$ cat src/rtl/cpld_ram_xbank_if.sv
// CPC expansion-bus bundle for cpld_ram_xbank: Z80 bus inputs plus SRAM decode outputs.
interface cpld_ram_xbank_if #(
  parameter int BANK_BITS = 3
);
  logic [7:0]           adr_hi;
  logic                 iorq_b;
  logic                 mreq_b;
  logic                 wr_b;
  logic [7:0]           data;
  logic                 ramdis;
  logic                 ramcs_b;
  logic [BANK_BITS+1:0] ramadrhi;
  logic                 pend;

  modport master (
    output adr_hi, iorq_b, mreq_b, wr_b, data,
    input  ramdis, ramcs_b, ramadrhi, pend
  );

  modport slave (
    input  adr_hi, iorq_b, mreq_b, wr_b, data,
    output ramdis, ramcs_b, ramadrhi, pend
  );
endinterface

$ cat src/rtl/cpld_ram_xbank.sv
// CPC 512K..4M RAM expansion decoder with deferred mapping changes.
// Optional MREQ_DEFER_EN: hold a pending mapping until mreq_b is high at a clock edge.
module cpld_ram_xbank #(
  parameter int BANK_BITS = 3,
  parameter int NUM_BANKS = 2**BANK_BITS
) (
  input logic             clk,
  input logic             reset_b,
  cpld_ram_xbank_if.slave bus
);
  localparam int CFG_W = BANK_BITS + 3;

  typedef enum logic {IDLE, PEND} state_t;

  state_t             state;
  logic               seen_q;
  logic [CFG_W-1:0]   pend_cfg_q;
  logic [CFG_W-1:0]   act_cfg_q;

  logic               cfg_wr;
  logic               capture;
  logic               apply_ok;
  logic [13:0]        cap_wide;
  logic [CFG_W-1:0]   cap_cfg;
  logic               unused_bits;

  assign cfg_wr  = !bus.iorq_b && !bus.wr_b && !bus.adr_hi[7] && bus.data[7] && bus.data[6];
  assign capture = cfg_wr && !seen_q;

  // Extended bank bits sit directly above data[5:0], taken from A8 upward.
  assign cap_wide    = {bus.adr_hi, bus.data[5:0]};
  assign cap_cfg     = cap_wide[CFG_W-1:0];
  assign unused_bits = ^cap_wide;

`ifdef MREQ_DEFER_EN
  assign apply_ok = bus.mreq_b;
`else
  assign apply_ok = 1'b1;
`endif

  always_ff @(posedge clk or negedge reset_b) begin
    if (!reset_b) begin
      state      <= IDLE;
      seen_q     <= 1'b0;
      pend_cfg_q <= '0;
      act_cfg_q  <= '0;
    end else begin
      seen_q <= cfg_wr;
      case (state)
        IDLE: begin
          if (capture) begin
            pend_cfg_q <= cap_cfg;
            state      <= PEND;
          end
        end
        PEND: begin
          // Apply and re-capture can coincide: old value goes live, new one waits.
          if (apply_ok) act_cfg_q <= pend_cfg_q;
          if (capture) pend_cfg_q <= cap_cfg;
          else if (apply_ok) state <= IDLE;
        end
        default: state <= IDLE;
      endcase
    end
  end

  assign bus.pend = (state == PEND);

  logic [2:0]           mode;
  logic [BANK_BITS-1:0] bank;
  logic [1:0]           page;
  logic [1:0]           blk;
  logic                 valid;
  logic                 hit;

  always_comb begin
    mode  = act_cfg_q[2:0];
    bank  = act_cfg_q[CFG_W-1:3];
    page  = bus.adr_hi[7:6];
    blk   = 2'b00;
    valid = 1'b0;
    case (mode)
      3'd0: valid = 1'b0;
      3'd1, 3'd3: begin
        valid = (page == 2'd3);
        blk   = 2'b11;
      end
      3'd2: begin
        valid = 1'b1;
        blk   = page;
      end
      default: begin
        valid = (page == 2'd1);
        blk   = mode[1:0];
      end
    endcase
    hit = valid && ({{(32-BANK_BITS){1'b0}}, bank} < NUM_BANKS);
  end

  assign bus.ramcs_b  = !(hit && !bus.mreq_b);
  assign bus.ramdis   = hit && !bus.mreq_b;
  assign bus.ramadrhi = hit ? {bank, blk} : '0;
endmodule

$ cat src/flat_wrapper.sv
// flat-port wrapper written by rule: the top's interface ports become plain ports
module cpld_ram_xbank_flat 
#(
  parameter int BANK_BITS = 3,
  parameter int NUM_BANKS = 2**BANK_BITS
)
  (clk, reset_b, bus_adr_hi, bus_iorq_b, bus_mreq_b, bus_wr_b, bus_data, bus_ramdis, bus_ramcs_b, bus_ramadrhi, bus_pend);
  cpld_ram_xbank_if #(.BANK_BITS(BANK_BITS)) bus_i ();
  input logic clk;
  input logic reset_b;
  input wire logic [$bits(bus_i.adr_hi)-1:0] bus_adr_hi;
  input wire logic [$bits(bus_i.iorq_b)-1:0] bus_iorq_b;
  input wire logic [$bits(bus_i.mreq_b)-1:0] bus_mreq_b;
  input wire logic [$bits(bus_i.wr_b)-1:0] bus_wr_b;
  input wire logic [$bits(bus_i.data)-1:0] bus_data;
  output wire logic [$bits(bus_i.ramdis)-1:0] bus_ramdis;
  output wire logic [$bits(bus_i.ramcs_b)-1:0] bus_ramcs_b;
  output wire logic [$bits(bus_i.ramadrhi)-1:0] bus_ramadrhi;
  output wire logic [$bits(bus_i.pend)-1:0] bus_pend;
  assign bus_i.adr_hi = bus_adr_hi;
  assign bus_i.iorq_b = bus_iorq_b;
  assign bus_i.mreq_b = bus_mreq_b;
  assign bus_i.wr_b = bus_wr_b;
  assign bus_i.data = bus_data;
  assign bus_ramdis = bus_i.ramdis;
  assign bus_ramcs_b = bus_i.ramcs_b;
  assign bus_ramadrhi = bus_i.ramadrhi;
  assign bus_pend = bus_i.pend;
  cpld_ram_xbank #(.BANK_BITS(BANK_BITS), .NUM_BANKS(NUM_BANKS)) u_core (.clk(clk), .reset_b(reset_b), .bus(bus_i));
endmodule
$ cat config.mk
export PLATFORM = sky130hd
export DESIGN_NAME = cpld_ram_xbank_flat
export DESIGN_NICKNAME = d
export VERILOG_FILES = /design/src/rtl/cpld_ram_xbank_if.sv /design/src/rtl/cpld_ram_xbank.sv /design/src/flat_wrapper.sv
export SDC_FILE = /design/constraint.sdc
export NUM_CORES = 1
export LEC_CHECK = 0
export CORE_ASPECT_RATIO = 1.25
export CORE_MARGIN = 5
export CORE_UTILIZATION = 40
export CTS_CLUSTER_DIAMETER = 100
export CTS_CLUSTER_SIZE = 8
export DETAILED_ROUTE_END_ITERATION = 10
export GPL_TIMING_DRIVEN = 0
export MAX_ROUTING_LAYER = met4
export PLACE_DENSITY = 0.8
export SETUP_SLACK_MARGIN = 0.02
export SYNTH_ARGS = -nofsm -noshare
export SYNTH_HDL_FRONTEND = slang
export SYNTH_SLANG_ARGS = --single-unit
$ cat constraint.sdc
create_clock -name clk -period 3.09 [get_ports clk]
set_input_delay 0.7725 -clock clk [delete_from_list [all_inputs] [get_ports clk]]
set_output_delay 0.7725 -clock clk [all_outputs]
set_load 0.01 [all_outputs]
## After elaboration in Yosys (flattened, before gate mapping)

Index checks and enable logic that the tools add are counted.

- Flip-flop bits (word level): 14
- Bits of input ports: 21
- Logic and storage cells: 28

- Equality and inequality tests: 5
- Multiplexer cells: 5
- Reductions and logical operators: 14

Operator list:

| cell | count |
|---|---|
| 3-bit by 2-bit == test with 1-bit output (second input constant) | 2 |
| 1-bit logical AND | 6 |
| 1-bit zero test | 6 |
| 6-bit two-way mux | 1 |
| 2-bit case mux with 3 select lines | 1 |
| 5-bit two-way mux | 1 |
| 3-bit by 1-bit == test with 1-bit output (second input constant) | 1 |
| 3-bit zero test | 1 |
| 1-bit case mux with 3 select lines | 1 |
| 2-bit by 1-bit == test with 1-bit output (second input constant) | 1 |
| 2-bit == test (second input constant) | 1 |
| 2-bit OR reduction | 1 |
| 1-bit two-way mux | 1 |

## Longest topological paths before layout

- Depth after elaboration: 7
- Mapped depth: 4

## Least setup slack after synthesis

Ideal clock, no wire load.

- Path kind: input to output
- Start: input port bus_adr_hi[7]
- End: output port bus_ramcs_b
- Arrival: 1.347 ns
- Setup slack: 0.970 ns
- Stages: 3
- Cells stage by stage: nand3b_1 > a31oi_1 > inv_1

- Cells in the longest elaborated chain, start to end: 4

RTL lines:

| what | RTL line | text |
|---|---|---|
| start: declaration | flat_wrapper.sv:11 | `input wire logic [$bits(bus_i.adr_hi)-1:0] bus_adr_hi;` |
| 2-bit by 1-bit == test with 1-bit output / 2-bit == test (equally long branches) | cpld_ram_xbank.sv:93, cpld_ram_xbank.sv:85 |  |
| 1-bit case mux with 3 select lines * | cpld_ram_xbank.sv:82 | `case (mode)` |
| 1-bit logical AND * | n/a |  |
| named net bus_ramdis | flat_wrapper.sv:16 | `output wire logic [$bits(bus_i.ramdis)-1:0] bus_ramdis;` |
| 1-bit zero test * | cpld_ram_xbank.sv:100 | `assign bus.ramcs_b = !(hit && !bus.mreq_b);` |
| end: declaration | flat_wrapper.sv:17 | `output wire logic [$bits(bus_i.ramcs_b)-1:0] bus_ramcs_b;` |

The timed path passes the listed nets; every way through them passes the cells marked *.

## Worst setup path in the final report

- Start: input port bus_adr_hi[6]
- End: output port bus_ramadrhi[3]

- Cells in the longest elaborated chain, start to end: 3

RTL lines:

| what | RTL line | text |
|---|---|---|
| 2-bit by 1-bit == test with 1-bit output / 2-bit == test (equally long branches) | cpld_ram_xbank.sv:93, cpld_ram_xbank.sv:85 |  |
| 1-bit case mux with 3 select lines * | cpld_ram_xbank.sv:82 |  |
| 5-bit two-way mux * | cpld_ram_xbank.sv:102 | `assign bus.ramadrhi = hit ? {bank, blk} : '0;` |
| end: declaration | flat_wrapper.sv:18 | `output wire logic [$bits(bus_i.ramadrhi)-1:0] bus_ramadrhi;` |

Mark *: on every way between the ends. The rest lies on a longest branch, timed or not.

==> summary.txt <==
Synthesis
  • Syn Nets: slightly below 70
  • Yosys top cell by area: dfrtp_1
  • Cell area after synthesis: 651 um2
  • Synth top area share: between 50 and 60%
  • Yosys cell types: 20
  • Synth top area cells: dfrtp_1 (54%), mux2_4 (14%), mux2_2 (10%)
  • Register area share after synthesis: approximately 54%
  • Yosys warnings: 0
  • Synthesized instance count: 48
  • Yosys reg bits: 14
  • Syn Area/Cell: ~14 um2

Place
  • IO Port Bufs: 22
  • Dpl hpwl: 960 um
  • Placer Congestion: 0.775

Routing
  • Via Count: 446
  • Routed WL: 1150 um
  • DR iter-0 viols: 1
  • Antenna Nets Post-Route: 0
  • First drt pass iteration count: 2
  • Per-cell routed wire length: 12.6 um
  • Residual DRC count: 0
  • Via density: 4.90

Setup path
  • CP top delay family: buffers and inverters
  • Crit start category: input pin
  • R2r worst-path depth: 3
  • Crit-path max cell delay: 520 ps
  • Arr. time, crit path: 2230 ps
  • Levels on crit path: 5
  • CP required: between 2000 and 2500 ps
  • Critical path class: input pin to output port
  • CP Max Fanout: 3
  • CP Buf/Inv Count: 2
  • Most frequent CP cell: clkdlybuf4s50_1
  • Worst-path cell chain: clkdlybuf4s50_1, nand4b_1, nand3_1, and2_1, clkdlybuf4s50_1
  • Worst Setup SP: bus_adr_hi[6]
  • CP max stage cell: clkdlybuf4s50_1
  • Reg2reg start: u_core.seen_q
  • CP Capture Type: output port

GRT
  • Vias in the first global route: roughly 480
  • Total Routing Usage GR: 12.4%
  • Pin count of the biggest net entering global routing: 15
  • Gr ovfl total: 0
  • First-pass GRT wire length: between 2000 and 2500 um
  • Initial antenna violation count: 0

Timing
  • Max frequency: 0.333 GHz
  • Setup_tns: 0 ps
  • Slew headroom: 60.2%
  • Final Max Slew Viols: 0
  • Slew @ Worst Pin: 594 ps
  • Clk_skew: 1.95 ps
  • Fin. Hold Viols: 0
  • Finish-stage setup viols: 0
  • Period utilization: 97.2%
  • Fin crit period: 3000 ps
  • RSZ-0062 raised after global routing: yes

Run status
  • Status: complete, no violations

Layout
  • Multi-input gate area: 274 um2
  • Fillers: 147
  • Share of post-route cells with drive strength above 1: between 20% and 30%
  • Seq. cell area: 350 um2
  • Util after Layout: 58.7%
  • Most common cell after layout, fill and taps aside: clkdlybuf4s50_1
  • Most frequent cells in the layout: clkdlybuf4s50_1 (20), dfrtp_1 (14), mux2_2 (6), mux2_4 (6)
  • Layout net count: 96
  • Syn-to-layout area delta: 41.0%
  • ANT cells: 0

Power
  • Sequential power share: 51.0%
  • Internal power: 0.000370 W
  • Gate power share: 29.9%
  • Psw: 0.000123 W
  • Lkg Pwr: 0.447 nW
  • Maximum vdd drop: roughly 0.25 mV
  • Clock Power Share: 19.1%
  • Pwr dens: 538 nW/um2
  • Switch share: about a quarter

CTS
  • Hold_buf cts: 0
  • Register clock-pin slew on the reported worst setup and hold paths: 70 ps
  • CTS tree: yes
  • CTS buffer count: 3
  • CTS sink count: 14
  • Root buf cell: clkbuf_4
  • H-tree levels: 1
  • Max Buffers Root-to-Sink: 2
  • Clk Latency, worst-skew pair: 270 ps

Floorplanning
  • Core area: 1560 um2
  • Die Y: 55.1 um
  • DIE AREA: 2540 um2
  • Initial core utilization: 41.7%
  • I/O Pins: 29
  • Standard-cell rows: 16
  • Width of the die: 46.1 um

Hold path
  • Hold depth: 1
  • Hold path startpoint: u_core.act_cfg_q[4]
  • Hold WC Path Type: register to register

Flow run
  • Max cap viols: 0
metal layers:
metal  part of all wire, %  up-vias  track usage (%)  wire (um)
li1                      -      220                -          -
met1                    39      208             12.2        442
met2                    51       14             19.7        587
met3                   5.8        4             1.94         66
met4                   4.2        0             12.8         48
met5                     0        -                -          0
per-stage QoR:
step	hold slack [ps]	setup WS (ps)	area, um2	total power (W)	cells
6_report	502	87.4	917	0.000493	91
3_5_place_dp	490	-24.1	893	0.000406	88
2_1_floorplan	472	970	651	0.000332	48
3_3_place_gp	481	14.5	893	0.000398	88
4_1_cts	506	74.7	915	0.000504	91
5_1_grt	521	6.58	917	0.000529	91
final timing paths:
check	to	slack, ps
worst max-delay path	bus_ramadrhi[3]	90
worst min-delay path	u_core.act_cfg_q[4]	500
worst max register to register	u_core.pend_cfg_q[5]	1610
worst min register to register	u_core.act_cfg_q[4]	500
max in group asynchronous	u_core.act_cfg_q[5]	1830
min in group asynchronous	u_core.seen_q	870
power groups by stage:
stage | Sequential, W | Combinational [W] | Clock, W
floorplan | 0.000245 | 0.0000871 | 0
global placement | 0.000252 | 0.000146 | 0
detailed placement | 0.000256 | 0.000151 | 0
CTS | 0.000252 | 0.000151 | 0.000101
global route | 0.000257 | 0.000162 | 0.000110
finish | 0.000251 | 0.000148 | 0.0000940
final cells by class:
cell class	count	share of cell area, %
Multi-Input combinational cell	29	29.9
Inverter	3	1.23
Tap cell	18	2.46
Timing Repair Buffer	22	24.1
Buffer	2	1.64
Clock buffer	3	2.46
Sequential cell	14	38.2
flip-flops by register name (all words and copies together) (netlist names):
name               flops
u_core.seen_q          1
u_core.act_cfg_q       6
u_core.bus.pend        1
u_core.pend_cfg_q      6
Yosys cell counts:
library cell,n
a21bo_2,1
a21boi_0,1
a31oi_1,1
and2_1,3
buf_6,1
clkbuf_1,1
dfrtp_1,14
inv_1,3
mux2_2,6
mux2_4,6
nand2_1,2
nand3_1,1
nand3b_1,1
nand4b_1,1
nor2_1,1
nor4_1,1
o31ai_1,1
or3b_2,1
or4b_1,1
xor2_1,1
cells by family (layout without fill, tap and decap cells):
logic type / Yosys count / count (layout) / synth area share [%]
AO/OA/AOI/OAI: 4 / 4 / 4.81
buffers and inverters: 5 / 30 / 4.04
XOR/XNOR: 1 / 1 / 1.35
flip-flops: 14 / 14 / 53.8
multiplexers: 12 / 12 / 24.2
AND/OR/NAND/NOR: 12 / 12 / 11.7
timing repair:
item | CTS | global route
setup endpoints to repair | 5 | 3
gates resized for setup | 1 | 1
setup buffers | 0 | 0
Note: power is estimated with default switching activity, not from simulation.
